### src/rtl/matrix_display_pkg.sv
// ---------------------------------------------------------------------------
// matrix_display_pkg
// Shared definitions for the 7x3 LED matrix display scheduler:
//   - mode-select encodings driven to the water/irrigation multiplexer
//   - one-hot column-enable patterns
//   - scheduler FSM state type
//   - counter width helper (never narrower than 1 bit)
// ---------------------------------------------------------------------------
package matrix_display_pkg;

  localparam logic MODE_WATER      = 1'b0;
  localparam logic MODE_IRRIGATION = 1'b1;

  localparam logic [2:0] COL2 = 3'b100;
  localparam logic [2:0] COL1 = 3'b010;
  localparam logic [2:0] COL0 = 3'b001;

  typedef enum logic [1:0] {
    ST_IDLE   = 2'd0,
    ST_BLANK  = 2'd1,
    ST_ACTIVE = 2'd2
  } sched_state_e;

  // Width of a counter that spans 0..modulus-1.
  function automatic int cnt_width(input int modulus);
    return (modulus > 1) ? $clog2(modulus) : 1;
  endfunction

endpackage

### src/rtl/modulo_counter.sv
// ---------------------------------------------------------------------------
// modulo_counter
// Free-running modulo-MODULUS counter with synchronous clear.
//   clock    in   clock, rising edge
//   reset_n  in   asynchronous active-low reset
//   en_i     in   advance the count this cycle
//   clr_i    in   synchronous clear to 0 (wins over en_i)
//   count_o  out  current count, 0..MODULUS-1
//   wrap_o   out  combinational: this enabled cycle is the last of the modulus
// ---------------------------------------------------------------------------
module modulo_counter
  import matrix_display_pkg::*;
#(
  parameter int MODULUS = 4,
  localparam int W      = cnt_width(MODULUS)
) (
  input  logic         clock,
  input  logic         reset_n,
  input  logic         en_i,
  input  logic         clr_i,
  output logic [W-1:0] count_o,
  output logic         wrap_o
);

  localparam logic [W-1:0] LAST = W'(MODULUS - 1);

  logic [W-1:0] count_q, count_d;

  assign wrap_o  = en_i && !clr_i && (count_q == LAST);
  assign count_o = count_q;

  // NOTE: every variable assigned in always_comb gets a default first, so no
  // path can leave it unassigned and infer a latch.
  always_comb begin
    count_d = count_q;
    if (clr_i) begin
      count_d = '0;
    end else if (en_i) begin
      count_d = (count_q == LAST) ? '0 : count_q + 1'b1;
    end
  end

  // NOTE: sequential state uses non-blocking assignments so every register
  // samples its pre-edge inputs regardless of process evaluation order.
  always_ff @(posedge clock or negedge reset_n) begin
    if (!reset_n) begin
      count_q <= '0;
    end else begin
      count_q <= count_d;
    end
  end

endmodule

### src/rtl/matrix_display_scheduler.sv
// ---------------------------------------------------------------------------
// matrix_display_scheduler
// Scans three muxed 7-bit column words onto a 7x3 LED matrix, one column at a
// time (2, 1, 0) with a one-cycle blank between columns, and alternates the
// water/irrigation display mode every DWELL_FRAMES frames.
//   clock             in   system clock, rising edge
//   reset_n           in   asynchronous active-low reset
//   enable            in   run scanning; low forces IDLE
//   hold_mode         in   freeze dwell counter and mode
//   force_irrigation  in   select irrigation at the next frame boundary
//   column_2/1/0      in   7-bit column words from the mode multiplexer
//   mode_select       out  mux select, 0 = water, 1 = irrigation
//   column_enable     out  one-hot active column, bit 2 = column_2
//   row_data          out  row pattern of the active column
//   frame_done        out  pulse on the last active cycle of column 0
// All outputs are registered.
// ---------------------------------------------------------------------------
module matrix_display_scheduler
  import matrix_display_pkg::*;
#(
  parameter int SCAN_DIV     = 1000,
  parameter int DWELL_FRAMES = 500
) (
  input  logic       clock,
  input  logic       reset_n,
  input  logic       enable,
  input  logic       hold_mode,
  input  logic       force_irrigation,
  input  logic [6:0] column_2,
  input  logic [6:0] column_1,
  input  logic [6:0] column_0,
  output logic       mode_select,
  output logic [2:0] column_enable,
  output logic [6:0] row_data,
  output logic       frame_done
);

  localparam int SW = cnt_width(SCAN_DIV);
  localparam int DW = cnt_width(DWELL_FRAMES);
  // Count value one cycle before the last active cycle of a slot.
  localparam logic [SW-1:0] SCAN_PRE = (SCAN_DIV >= 2) ? SW'(SCAN_DIV - 2) : '0;

  sched_state_e state_q, state_d;
  logic [1:0]   pos_q, pos_d;      // scan position: 0 -> column 2, 2 -> column 0
  logic         mode_q, mode_d;
  logic [2:0]   col_en_q, col_en_d;
  logic [6:0]   row_q, row_d;
  logic         fd_q, fd_d;

  logic [SW-1:0] scan_cnt;
  logic [DW-1:0] dwell_cnt;
  logic          scan_wrap, dwell_wrap, frame_end, fd_next;

  // Scan-slot counter runs only while a column is lit.
  modulo_counter #(.MODULUS(SCAN_DIV)) u_scan_cnt (
    .clock   (clock),
    .reset_n (reset_n),
    .en_i    (enable && (state_q == ST_ACTIVE)),
    .clr_i   (!enable || (state_q != ST_ACTIVE)),
    .count_o (scan_cnt),
    .wrap_o  (scan_wrap)
  );

  // Edge that closes the frame: last active cycle of column 0.
  assign frame_end = scan_wrap && (pos_q == 2'd2);

  // Dwell counter advances once per frame unless forced or held.
  modulo_counter #(.MODULUS(DWELL_FRAMES)) u_dwell_cnt (
    .clock   (clock),
    .reset_n (reset_n),
    .en_i    (frame_end && !force_irrigation && !hold_mode),
    .clr_i   (!enable || (frame_end && force_irrigation)),
    .count_o (dwell_cnt),
    .wrap_o  (dwell_wrap)
  );

  // frame_done is registered, so it is raised one cycle ahead of the last
  // column-0 active cycle. With SCAN_DIV == 1 that cycle follows the blank.
  assign fd_next = enable && (pos_q == 2'd2) &&
                   (((SCAN_DIV == 1) && (state_q == ST_BLANK)) ||
                    ((SCAN_DIV >= 2) && (state_q == ST_ACTIVE) && (scan_cnt == SCAN_PRE)));

  always_comb begin
    state_d  = state_q;
    pos_d    = pos_q;
    mode_d   = mode_q;
    col_en_d = col_en_q;
    row_d    = row_q;
    fd_d     = fd_next;

    // Mode settles during the following blank, before row_data samples the mux.
    if (frame_end) begin
      if (force_irrigation) begin
        mode_d = MODE_IRRIGATION;
      end else if (!hold_mode && dwell_wrap) begin
        mode_d = ~mode_q;
      end
    end

    case (state_q)
      ST_IDLE: begin
        col_en_d = '0;
        row_d    = '0;
        if (enable) begin
          state_d = ST_BLANK;
          pos_d   = 2'd0;
        end
      end
      ST_BLANK: begin
        state_d = ST_ACTIVE;
        unique case (pos_q)
          2'd0:    begin row_d = column_2; col_en_d = COL2; end
          2'd1:    begin row_d = column_1; col_en_d = COL1; end
          default: begin row_d = column_0; col_en_d = COL0; end
        endcase
      end
      ST_ACTIVE: begin
        if (scan_wrap) begin
          state_d  = ST_BLANK;
          col_en_d = '0;
          row_d    = '0;
          pos_d    = (pos_q == 2'd2) ? 2'd0 : pos_q + 2'd1;
        end
      end
      default: state_d = ST_IDLE;
    endcase

    // Dropping enable wins over everything except the retained mode.
    if (!enable) begin
      state_d  = ST_IDLE;
      pos_d    = 2'd0;
      col_en_d = '0;
      row_d    = '0;
      fd_d     = 1'b0;
    end
  end

  always_ff @(posedge clock or negedge reset_n) begin
    if (!reset_n) begin
      state_q  <= ST_IDLE;
      pos_q    <= 2'd0;
      mode_q   <= MODE_WATER;
      col_en_q <= '0;
      row_q    <= '0;
      fd_q     <= 1'b0;
    end else begin
      state_q  <= state_d;
      pos_q    <= pos_d;
      mode_q   <= mode_d;
      col_en_q <= col_en_d;
      row_q    <= row_d;
      fd_q     <= fd_d;
    end
  end

  assign mode_select   = mode_q;
  assign column_enable = col_en_q;
  assign row_data      = row_q;
  assign frame_done    = fd_q;

endmodule

### config.mk
export PLATFORM = sky130hd
export DESIGN_NAME = matrix_display_scheduler
export DESIGN_NICKNAME = d
export VERILOG_FILES = /design/src/rtl/matrix_display_pkg.sv /design/src/rtl/modulo_counter.sv /design/src/rtl/matrix_display_scheduler.sv
export SDC_FILE = /design/constraint.sdc
export NUM_CORES = 1
export LEC_CHECK = 0
export ABC_AREA = 0
export BUFFER_PORTS_ARGS = -buffer_cell sky130_fd_sc_hd__clkbuf_2
export CAP_MARGIN = 20
export CORE_MARGIN = 2
export CORE_UTILIZATION = 38
export CTS_BUF_LIST = sky130_fd_sc_hd__clkbuf_4 sky130_fd_sc_hd__clkbuf_8
export CTS_CLUSTER_SIZE = 16
export DETAILED_ROUTE_END_ITERATION = 10
export GPL_ROUTABILITY_DRIVEN = 0
export PLACE_DENSITY = 0.72
export SLEW_MARGIN = 0
export SYNTH_ARGS = -nofsm -noshare
export SYNTH_HDL_FRONTEND = slang
export SYNTH_SLANG_ARGS = --single-unit
### constraint.sdc
create_clock -name clock -period 1.7 [get_ports clock]
set_input_delay 0.255 -clock clock [delete_from_list [all_inputs] [get_ports clock]]
set_output_delay 0.255 -clock clock [all_outputs]
set_load 0.01 [all_outputs]
==> results.md <==
- Power per Cell Area: 640 nW/um^2
- Arr. time, crit path: 2.06 ns
- Nets: about 300
- Crit path setup slack, layout: -0.170 ns
- Vias: 1727
- Hold Path Cell Cnt: 3
- Area post-placement: 2280 um^2
- Root Driver: clkbuf_8
- DP HPWL: ~3200 um
- Fin. max-slew vios: 0
- Tot Pwr: 1.66 mW
- HP Class: input port to flop
- Largest net degree at the start of global routing: 25
- Crit Path Max Fanout: 7
- Slew Limit Headroom: about three fifths
- Final hold viol count: 0
- DR iter-0 viols: 193
- Area leader, netlist: dfrtp_1
- CTS max path bufs: 2
- Drt pass-1 iters: 4
- FP Rows: 25
- Max-cap violations: 0
- Outcome: complete, but fails checks
- LEAKAGE: 1.20 nW
- Post-route DRC violation count: 0
- Area contributors post-synth: dfrtp_1 (48%), nand2_1 (5.5%), nor2_1 (4.5%)
- Critical path required time: 1.89 ns
- Final core occ: approximately 55%
- Worst vdd ir: 0.000549 V
- Critical path class: flop to flop
- Worst hold endpoint: row_data[6]
- Hold Crit Start: column_0[6]
- Area share of the largest cell type after synthesis: between 40 and 50%
- Worst r2r src: pos_q[0]
- Cells on worst reg2reg path: 5
- Grt total ovfl: 0
- Routed Antenna Nets: 0
- Routed wire per std cell: 14.4 um
- Avg Cell Area, Syn: 9.20 um^2
- Top-Level Pins: 38
- R2R Setup Slk: -0.17 ns
- Post-DR vias/cell: 5.30
- Startpoint Class: flop
- Slowest cell on the critical path: or4bb_4
- Worst reg2reg endpoint: u_dwell_cnt.count_o[7]
- Design area: 2600 um^2
- Slew @ Worst Pin: 0.582 ns
- CTS tree: built
- Core ar.: 4690 um^2
- H-tree Lvls: 2
- Clk_lat worst skew: 0.29 ns
- RSZ-0062 raised after global routing: true
- Register bit count reported by yosys: 35
- Worst clock skew: 0.00973 ns
- Chip height: 73.6 um
- Yosys warnings: 0
- Initial antenna violation count: 0
- Post-Syn Nets: 229
- Max stage delay on crit path: 0.56 ns
- Synthesis-to-layout area growth: 41.2%
- Cell Chain, Critical Path: or4bb_4, nor4_4, a211oi_4, o21bai_1, a21o_1
- Antenna diodes: 0
- Die area: 5410 um^2
- Num CTS Buffers: 5
- Total GRT Usage: between 10% and 20%
- Routed wire length: 4690 um
- Horiz. Die Dim: 73.6 um
- Post-Syn Area: between 1500 and 2000 um^2
- Min Tclk post-route: 1.87 ns
- Failing checks: negative setup slack
- Initial Util: 39.2%
- Layout cell share with drive strength beyond 1: 40.8%
- # clock sinks: 35
- Final setup violating endpoints: 27
- Number of port buffers: 37
- First-pass GRT wire length: 7250 um
- Vias in the first global route: 1527
- Final hold slack: 0.244 ns
- Tcrit/Tclk final: 110%
- Clock transition at path regs: 0.07 ns
- Count of different cell masters after synthesis: 39
- Post-synthesis cell count: 200
- Max Clock Freq: 0.535 GHz
- Sequential area share after synthesis: a little under half
- Crit path capture type: flop
[timing repair]
| action | 4_1_cts | 5_1_grt |
|---|---|---|
| pin swaps | 5 | 9 |
| hold buffers | 1 | 0 |
| gates cloned | 0 | 1 |
| resized for setup | 18 | 20 |
| endpoints found under the hold margin | 22 | 0 |
| buffers inserted | 2 | 3 |
| setup endpoints to repair | 22 | 32 |
[through the flow]
stage / TNS, ns / std cells / worst slack, ns
floorplan: -1.82 / 200 / -0.175
global placement: -2.75 / 312 / -0.211
detailed placement: -3.44 / 312 / -0.285
CTS: -1.34 / 322 / -0.127
global route: -3.03 / 326 / -0.215
finish: -1.51 / 326 / -0.170
[logic make-up after synthesis]
| kind of cell | share of synthesized area (%) |
|---|---|
| flops | 47.6 |
| simple gates | 26.8 |
| compound gates | 12.0 |
| fa+ha+maj | 2.04 |
| mux | 3.81 |
| xor+xnor | 4.29 |
| buf+inv | 3.40 |
[flip-flops by register name, summed over array words and instances (netlist names)]
signal,count
u_scan_cnt.count_o,10
pos_q,2
row_data,7
state_q,2
mode_select,1
column_enable,3
frame_done,1
u_dwell_cnt.count_o,9
[placed cells by master, fill, tap and decap left out, drive strengths merged]
cell          n
clkbuf       43
buf          36
dfrtp        35
nand2        27
nor2         22
o21ai        15
a21oi        11
nand3         8
nor3          8
mux2i         7
nor4          7
nand2b        5
xnor2         5
and3          5
xor2          4
nand4         3
inv           3
o31ai         3
ha            3
or3           2
a31oi         2
nand3b        2
a211oi        2
o211a         2
or3b          1
and2          1
or4           1
nand4b        1
or4bb         1
o21bai        1
a21o          1
o21a          1
or2           1
a22o          1
clkinv        1
dlygate4sd3   1
[critical path: cells and delay by family, from the launching register on]
| family | cells | cell delay (ns) |
|---|---|---|
| AOI/OAI and AO/OA | 3 | 0.43 |
| DFF | 1 | 0.40 |
| and+or+nand+nor | 2 | 0.94 |
[cell usage after synthesis]
library cell and instances:
nand3_1 8, o21bai_1 1, clkbuf_1 6, a21o_1 1
o21ai_0 13, nand2_1 27, a211oi_1 2, buf_6 1
inv_1 3, nor3_2 1, and3_1 5, nand4b_1 1
a21oi_1 11, a22o_1 1, o211a_1 1, nor2_1 22
nand2b_1 5, o31ai_1 3, a31oi_1 2, buf_2 2
o21ai_1 2, ha_1 3, dfrtp_1 35, nor3_1 7
mux2i_1 7, nand3b_4 1, or3b_1 1, nand4_1 3
xnor2_1 5, or4bb_1 1, xor2_1 4, buf_4 1
o21a_1 1, or3_4 2, nor4_1 7, or4_1 1
nand3b_1 1, and2_1 1, or2_2 1
[area by class of cell]
| type | instances | area [um^2] |
|---|---|---|
| Clock inverter | 1 | 5.00 |
| Fill cell | 396 | 2090 |
| Inverter | 3 | 11.3 |
| Sequential cell | 35 | 876 |
| Tap cell | 54 | 67.6 |
| Clock buffer | 6 | 82.6 |
| Timing Repair Buffer | 74 | 473 |
| Multi-Input combinational cell | 153 | 1080 |
[routing by layer]
layer | global-route usage [%] | vias up | wire [um]
li1 | - | 847 | -
met5 | 0 | - | 0
met2 | 27.4 | 41 | 2460
met3 | 4.12 | 4 | 190
met1 | 23.8 | 835 | 1970
met4 | 7.68 | 0 | 70
[worst max path at each step]
| stage | endpoint | from | cells after the start |
|---|---|---|---|
| after floorplan | u_dwell_cnt.count_o[7] | state_q[0] | 6 |
| after detailed placement | u_dwell_cnt.count_o[1] | u_scan_cnt.count_o[0] | 7 |
| after global routing | u_dwell_cnt.count_o[7] | pos_q[0] | 5 |
| after global placement | u_dwell_cnt.count_o[0] | u_scan_cnt.count_o[0] | 7 |
| after CTS | u_dwell_cnt.count_o[7] | u_scan_cnt.count_o[4] | 5 |
| final | u_dwell_cnt.count_o[7] | pos_q[0] | 5 |
[power breakdown]
part           total, mW  leakage [nW]  internal, mW  switching, mW
registers          0.871         0.484         0.853         0.0175
logic              0.192         0.671        0.0903          0.102
clock network      0.600        0.0470         0.317          0.282
total               1.66          1.20          1.26          0.401
Note: power is estimated with default switching activity, not from simulation.
